File: config.mk
export PLATFORM = sky130hd
export DESIGN_NAME = mul_4_seq
export DESIGN_NICKNAME = d
export VERILOG_FILES = /design/src/rtl/mul_4_seq_pkg.sv /design/src/rtl/adder_4.sv /design/src/rtl/mul_4_seq.sv
export SDC_FILE = /design/constraint.sdc
export NUM_CORES = 1
export LEC_CHECK = 0
export ABC_AREA = 1
export CORE_MARGIN = 5
export CORE_UTILIZATION = 40
export CTS_CLUSTER_SIZE = 10
export DETAILED_ROUTE_END_ITERATION = 10
export PLACE_DENSITY = 0.72
export SYNTH_ARGS = -nofsm -noshare
export SYNTH_HDL_FRONTEND = slang
export SYNTH_SLANG_ARGS = --single-unit
export TNS_END_PERCENT = 5
File: constraint.sdc
create_clock -name clk -period 4.7 [get_ports clk]
set_input_delay 1.41 -clock clk [delete_from_list [all_inputs] [get_ports clk]]
set_output_delay 1.41 -clock clk [all_outputs]
set_load 0.02 [all_outputs]
File: src/rtl/mul_4_seq_pkg.sv
// Shared constants, state encoding and working-register layout for the 4x4 sequential multiplier.
package mul_4_seq_pkg;

    localparam int unsigned W     = 4;
    localparam int unsigned NITER = 4;
    localparam int unsigned CNT_W = 2;
    localparam int unsigned P_W   = 2 * W;

    typedef enum logic [1:0] {
        ST_IDLE = 2'b00,
        ST_RUN  = 2'b01,
        ST_DONE = 2'b10
    } state_t;

    // Shift chain {C, A, Q}, most significant field first.
    typedef struct packed {
        logic         c;
        logic [W-1:0] a;
        logic [W-1:0] q;
    } acc_t;

endpackage

File: src/rtl/adder_4.sv
// 4-bit ripple-carry adder with carry-in and carry-out.
module adder_4 (
    input  logic [3:0] a,
    input  logic [3:0] b,
    input  logic       cin,
    output logic [3:0] s,
    output logic       cf
);

    logic [4:0] carry;

    always_comb begin
        carry    = 5'b0;
        s        = 4'b0;
        carry[0] = cin;
        for (int i = 0; i < 4; i++) begin
            s[i]       = a[i] ^ b[i] ^ carry[i];
            carry[i+1] = (a[i] & b[i]) | (carry[i] & (a[i] ^ b[i]));
        end
        cf = carry[4];
    end

endmodule

File: src/rtl/mul_4_seq.sv
// Unsigned 4x4 shift-and-add multiplier: one add/shift step per cycle, fixed 4-cycle run.
module mul_4_seq
    import mul_4_seq_pkg::*;
(
    input  logic           clk,
    input  logic           rst_n,
    input  logic           start,
    input  logic [W-1:0]   a,
    input  logic [W-1:0]   b,
    output logic           busy,
    output logic           done,
    output logic [P_W-1:0] p
);

    state_t           state_q, state_d;
    logic [W-1:0]     m_q, m_d;
    logic [W-1:0]     a_q, a_d;
    logic [W-1:0]     q_q, q_d;
    logic             c_q, c_d;
    logic [CNT_W-1:0] cnt_q, cnt_d;
    logic [P_W-1:0]   p_q, p_d;
    logic             busy_q, busy_d;
    logic             done_q, done_d;

    logic [W-1:0]     sum_s;
    logic             sum_cf;
    acc_t             step_pre;
    acc_t             step_post;

    adder_4 u_adder (
        .a   (a_q),
        .b   (m_q),
        .cin (1'b0),
        .s   (sum_s),
        .cf  (sum_cf)
    );

    // One add-then-shift step of the {C, A, Q} chain.
    always_comb begin
        step_pre   = '0;
        step_pre.q = q_q;
        if (q_q[0]) begin
            step_pre.c = sum_cf;
            step_pre.a = sum_s;
        end else begin
            step_pre.c = c_q;
            step_pre.a = a_q;
        end
        step_post = acc_t'({1'b0, step_pre[2*W:1]});
    end

    always_comb begin
        state_d = state_q;
        m_d     = m_q;
        a_d     = a_q;
        q_d     = q_q;
        c_d     = c_q;
        cnt_d   = cnt_q;
        p_d     = p_q;
        case (state_q)
            ST_IDLE: begin
                if (start) begin
                    state_d = ST_RUN;
                    m_d     = a;
                    q_d     = b;
                    a_d     = '0;
                    c_d     = 1'b0;
                    cnt_d   = '0;
                end
            end
            ST_RUN: begin
                c_d   = step_post.c;
                a_d   = step_post.a;
                q_d   = step_post.q;
                cnt_d = {cnt_q[1] ^ cnt_q[0], ~cnt_q[0]};
                if (cnt_q == CNT_W'(NITER - 1)) begin
                    state_d = ST_DONE;
                    p_d     = {step_post.a, step_post.q};
                end
            end
            ST_DONE: begin
                state_d = ST_IDLE;
            end
            default: begin
                state_d = ST_IDLE;
            end
        endcase
        busy_d = (state_d == ST_RUN);
        done_d = (state_d == ST_DONE);
    end

    always_ff @(posedge clk or negedge rst_n) begin
        if (!rst_n) begin
            state_q <= ST_IDLE;
            m_q     <= '0;
            a_q     <= '0;
            q_q     <= '0;
            c_q     <= 1'b0;
            cnt_q   <= '0;
            p_q     <= '0;
            busy_q  <= 1'b0;
            done_q  <= 1'b0;
        end else begin
            state_q <= state_d;
            m_q     <= m_d;
            a_q     <= a_d;
            q_q     <= q_d;
            c_q     <= c_d;
            cnt_q   <= cnt_d;
            p_q     <= p_d;
            busy_q  <= busy_d;
            done_q  <= done_d;
        end
    end

    assign busy = busy_q;
    assign done = done_q;
    assign p    = p_q;

endmodule

# == Word level (Yosys, flattened, before mapping) ==
# Index checks and enable logic that the tools add are counted.
# Widths: inputs -> output; s select.
# word_totals
register_bits,27
# classes
eq_ne,5
n_reduce_logical,5
muxes,12
bitwise_logic,19
# ops
op,count
$pmux 4 s2,2
$mux 4,2
$pmux 2 s2,2
$xor 1x1->1,8
$and 1x1->1,7
$mux 2,3
$reduce_and 2->1,3
$mux 5,1
$eq 2x1->1 const B,2
$eq 2x2->1 const B,2
$or 1x1->1,3
$logic_not 2->1,1
$ne 2x2->1 const B,1
$pmux 1 s2,1
$reduce_bool 2->1,1
$mux 1,1
$not 1->1,1

# == Logic depth before layout (Yosys ltp) ==
# depth
word_depth,9
mapped_depth,10

# == Hierarchy ==
# Synthesis repeated with hierarchy kept, for this count alone.
# unflattened
hier_cells,145
area_unflattened_um2,1233.7
# modules_own_cells
mod,cells_per_inst,instances,area_each_um2
mul_4_seq,131,1,1116.1
adder_4,14,1,117.6

# == Worst setup path before layout ==
# Ideal clock, no wire load.
# synth_path
path_type,reg-to-reg
start,reg a_q[0]
end,reg p_q[6] (netlist: p[6])
setup_slack_ns,2.675
arrival_time_ns,1.909
period_less_slack_ns,2.025
setup_ns,0.116
required_time_ns,4.584
stages_incl_launch_ff,11
cell_sequence,dfrtp_1 ha_1 inv_1 fa_1 fa_1 inv_1 fa_1 nand2_1 nand2_1 nand2_1 nand2_1
# synth_via
elab_chain_cells,7
# synth_lines
element,line_no,text
"start, declared",mul_4_seq.sv:17,"logic [W-1:0] a_q, a_d;"
"start signal, assigned",mul_4_seq.sv:96,a_q <= '0;
"start signal, assigned",mul_4_seq.sv:106,a_q <= a_d;
$and 1x1->1 (2 in a row),adder_4.sv:18,carry[i+1] = (a[i] & b[i]) | (carry[i] & (a[i] ^ b[i]));
$or 1x1->1,adder_4.sv:18,
$and 1x1->1,adder_4.sv:18,
$or 1x1->1,adder_4.sv:18,
$xor 1x1->1,adder_4.sv:17,s[i] = a[i] ^ b[i] ^ carry[i];
$mux 5,mul_4_seq.sv:42,if (q_q[0]) begin
"end signal, assigned",mul_4_seq.sv:110,p_q <= p_d;
"end, declared",mul_4_seq.sv:21,"logic [P_W-1:0] p_q, p_d;"
# Every way passes these cells.
# A chain may end at the register's enable or synchronous reset.

# == Worst setup path after layout ==
# layout_path
start,reg p_q[6] (netlist: p[6])
end,out p[6]
# layout_rtl
element,line_no,text
"end, declared",mul_4_seq.sv:12,output logic [P_W-1:0] p
# No word-level cell between the ends.

==> flow_summary.json <==
{
  "status": "complete, no violations",
  "p_switching_uw": 369,
  "period_minus_slack_ns": 2.72,
  "swShare_pct": 41.5,
  "synth_cell_types": 15,
  "path_cells": "clkdlybuf4s50_1",
  "firstDrtPassIters": 4,
  "synthTopCellsByArea": "dfrtp_1, nand2_1, fa_1",
  "synth_area_per_cell_sq_um": 8.74,
  "rsz0062_at_grt": "false",
  "grt_use_met3_pct": 2.76,
  "antenna_cells": 0,
  "power_frac_clock_pct": 12.9,
  "cts_buffers": 3,
  "syn_nets": 152,
  "placed_area_sq_um": 1410,
  "start_util_pct": 42.4,
  "die_width_um": 64.5,
  "worstSetupStartpointType": "flop",
  "fill_cells": 291,
  "numClockSinks": 26,
  "irDropWorstVdd_mv": 0.254,
  "cts_resized": 0,
  "synth_top_area_share_pct": 54.7,
  "yosysSeqAreaShare_pct": 54.7,
  "min_to": "p[3]",
  "final_antenna_net_count": 0,
  "slew_violations": 0,
  "rr_endpoint": "p[6]",
  "final_cell_mix": "nand2_1, dfrtp_1, clkdlybuf4s50_1",
  "hold_class": "flop to flop",
  "grt_max_degree": 27,
  "met1_usage_pct": 17.5,
  "antenna_found_initial": 0,
  "fin_area_sq_um": 1440,
  "grt_pass1_wl_um": 4150,
  "comb_power_share_pct": 44.4,
  "synth_seq_cells": 26,
  "drt_iter0_drc": 28,
  "gp_congestion": 0.748,
  "max_slew_margin_pct": 25.2,
  "core_sq_um": 2810,
  "intPower_uw": 520,
  "vias": 920,
  "design.die.area_sq_um": 4160,
  "worstHoldStart": "p[3]",
  "cts_tree": "built",
  "cp_max_fo": 2,
  "cp.arrival_ns": 1.31,
  "rows": 19,
  "crit_slowest_cell": "clkdlybuf4s50_1",
  "yosysTopAreaCell": "dfrtp_1",
  "ff_latch_area_sq_um": 651,
  "wl_um": 2270,
  "setup_viol": 0,
  "dpl.hpwl_um": 1740,
  "finalClockSkew_ns": 0.00934,
  "grt_pass1_vias": 914,
  "overflow": 0,
  "root_buffer": "clkbuf_4",
  "critical-path-max-stage-delay_ns": 0.61,
  "utilization_pct": 51.4,
  "worst-endpoint-required_ns": 3.29,
  "setup_tns_ns": 0,
  "htreeDepth": 1,
  "port_buffers": 20,
  "cts_setup_buffers": 0,
  "wl_per_cell_um": 12.1,
  "final_common_cell": "nand2_1",
  "clock_latency_ns": 0.33,
  "p_per_area_nw_per_um2": 616,
  "reg2regPathDepth": 10,
  "grt_use_total_pct": 12.5,
  "r2r_start": "a_q[0]",
  "critPathKind": "flop to output port",
  "worst_pin_slew_ns": 1.12,
  "syn_area_sq_um": 1190,
  "critical_path.top_delay_family": "buffers and inverters",
  "pwr-share-seq_pct": 42.7,
  "multi_input_area_sq_um": 468,
  "drc": 0,
  "ios": 21,
  "use_met2_pct": 19.8,
  "hold_viol": 0,
  "path_clk_slew_ns": 0.13,
  "min_period_over_period_pct": 57.9,
  "synth_warnings": 0,
  "via_per_inst": 4.89,
  "die_h_um": 64.5,
  "power.leakage_uw": 0.000723,
  "maxCapViolations": 0,
  "rrSetupSlack_ns": 2.52,
  "drive_gt1_share_pct": 7.64,
  "max_freq_ghz": 0.367,
  "syn_to_final_growth_pct": 21.4,
  "cts_hold_buf": 0,
  "fin_nets": 174,
  "critPathBufInv": 1,
  "cts_buffer_depth": 2,
  "endpoint_kind": "output port",
  "grt_busiest_layer": "met2",
  "synthCells": 136,
  "min_delay_path_depth": 2
}
-- kinds of logic after synthesis --
group	Yosys count	synth area share [%]
compound gates	12	6.00
fa+ha+maj	5	7.16
simple gates	78	26.2
flops	26	54.7
buf+inv	15	5.89
-- worst max-delay path by stage --
stage               startpoint     end  depth (start not counted)
global placement         rst_n  q_q[2]                          1
finish                    p[6]    p[6]                          1
floorplan               a_q[0]    p[6]                         10
detailed placement       rst_n    done                          1
global route              p[6]    p[6]                          1
CTS                       p[6]    p[6]                          1
-- power by group through the flow --
stage / clock, uW / sequential (uW) / combinational, uW
after global placement: 0 / 382 / 386
after detailed placement: 0 / 385 / 401
after floorplan: 0 / 403 / 245
final: 115 / 379 / 395
after CTS: 117 / 380 / 403
after global routing: 125 / 392 / 458
-- per-layer routing --
layer  vias up  part of all wire, %
li1        468                    -
met1       426                   47
met2        24                   46
met3         2                  5.8
met4         0                 0.97
met5         -                    0
-- final cells by class --
| cell class | instances | area share (%) |
|---|---|---|
| Inverter | 11 | 2.86 |
| Timing Repair Buffer | 21 | 14.4 |
| Multi-Input combinational cell | 95 | 32.4 |
| Tap cell | 31 | 2.69 |
| Sequential cell | 26 | 45.1 |
| Clock buffer | 4 | 2.52 |
-- sequential cells by signal, indices dropped and copies added (netlist names) --
| signal | count |
|---|---|
| done | 1 |
| a_q | 4 |
| m_q | 4 |
| q_q | 4 |
| p | 8 |
| state_q | 2 |
| cnt_q | 2 |
| busy | 1 |
-- stage by stage --
stage | hold slack [ns] | setup slack [ns] | cells | power [uW]
2_1_floorplan | 0.442 | 2.67 | 136 | 648
3_3_place_gp | 0.456 | 1.91 | 184 | 768
3_5_place_dp | 0.459 | 1.88 | 184 | 785
4_1_cts | 0.492 | 1.96 | 188 | 901
5_1_grt | 0.510 | 1.93 | 188 | 975
6_report | 0.490 | 1.98 | 188 | 889
-- synth_stat cells --
| cell type | count |
|---|---|
| inv_2 | 1 |
| nand3_1 | 9 |
| o21ai_0 | 9 |
| inv_1 | 10 |
| o21ai_2 | 3 |
| dfrtp_1 | 26 |
| ha_1 | 2 |
| buf_2 | 2 |
| fa_1 | 3 |
| buf_4 | 1 |
| buf_6 | 1 |
| nor2_1 | 2 |
| nand2_2 | 1 |
| nor2_2 | 2 |
| nand2_1 | 64 |
(Power assumes the default switching activity.)
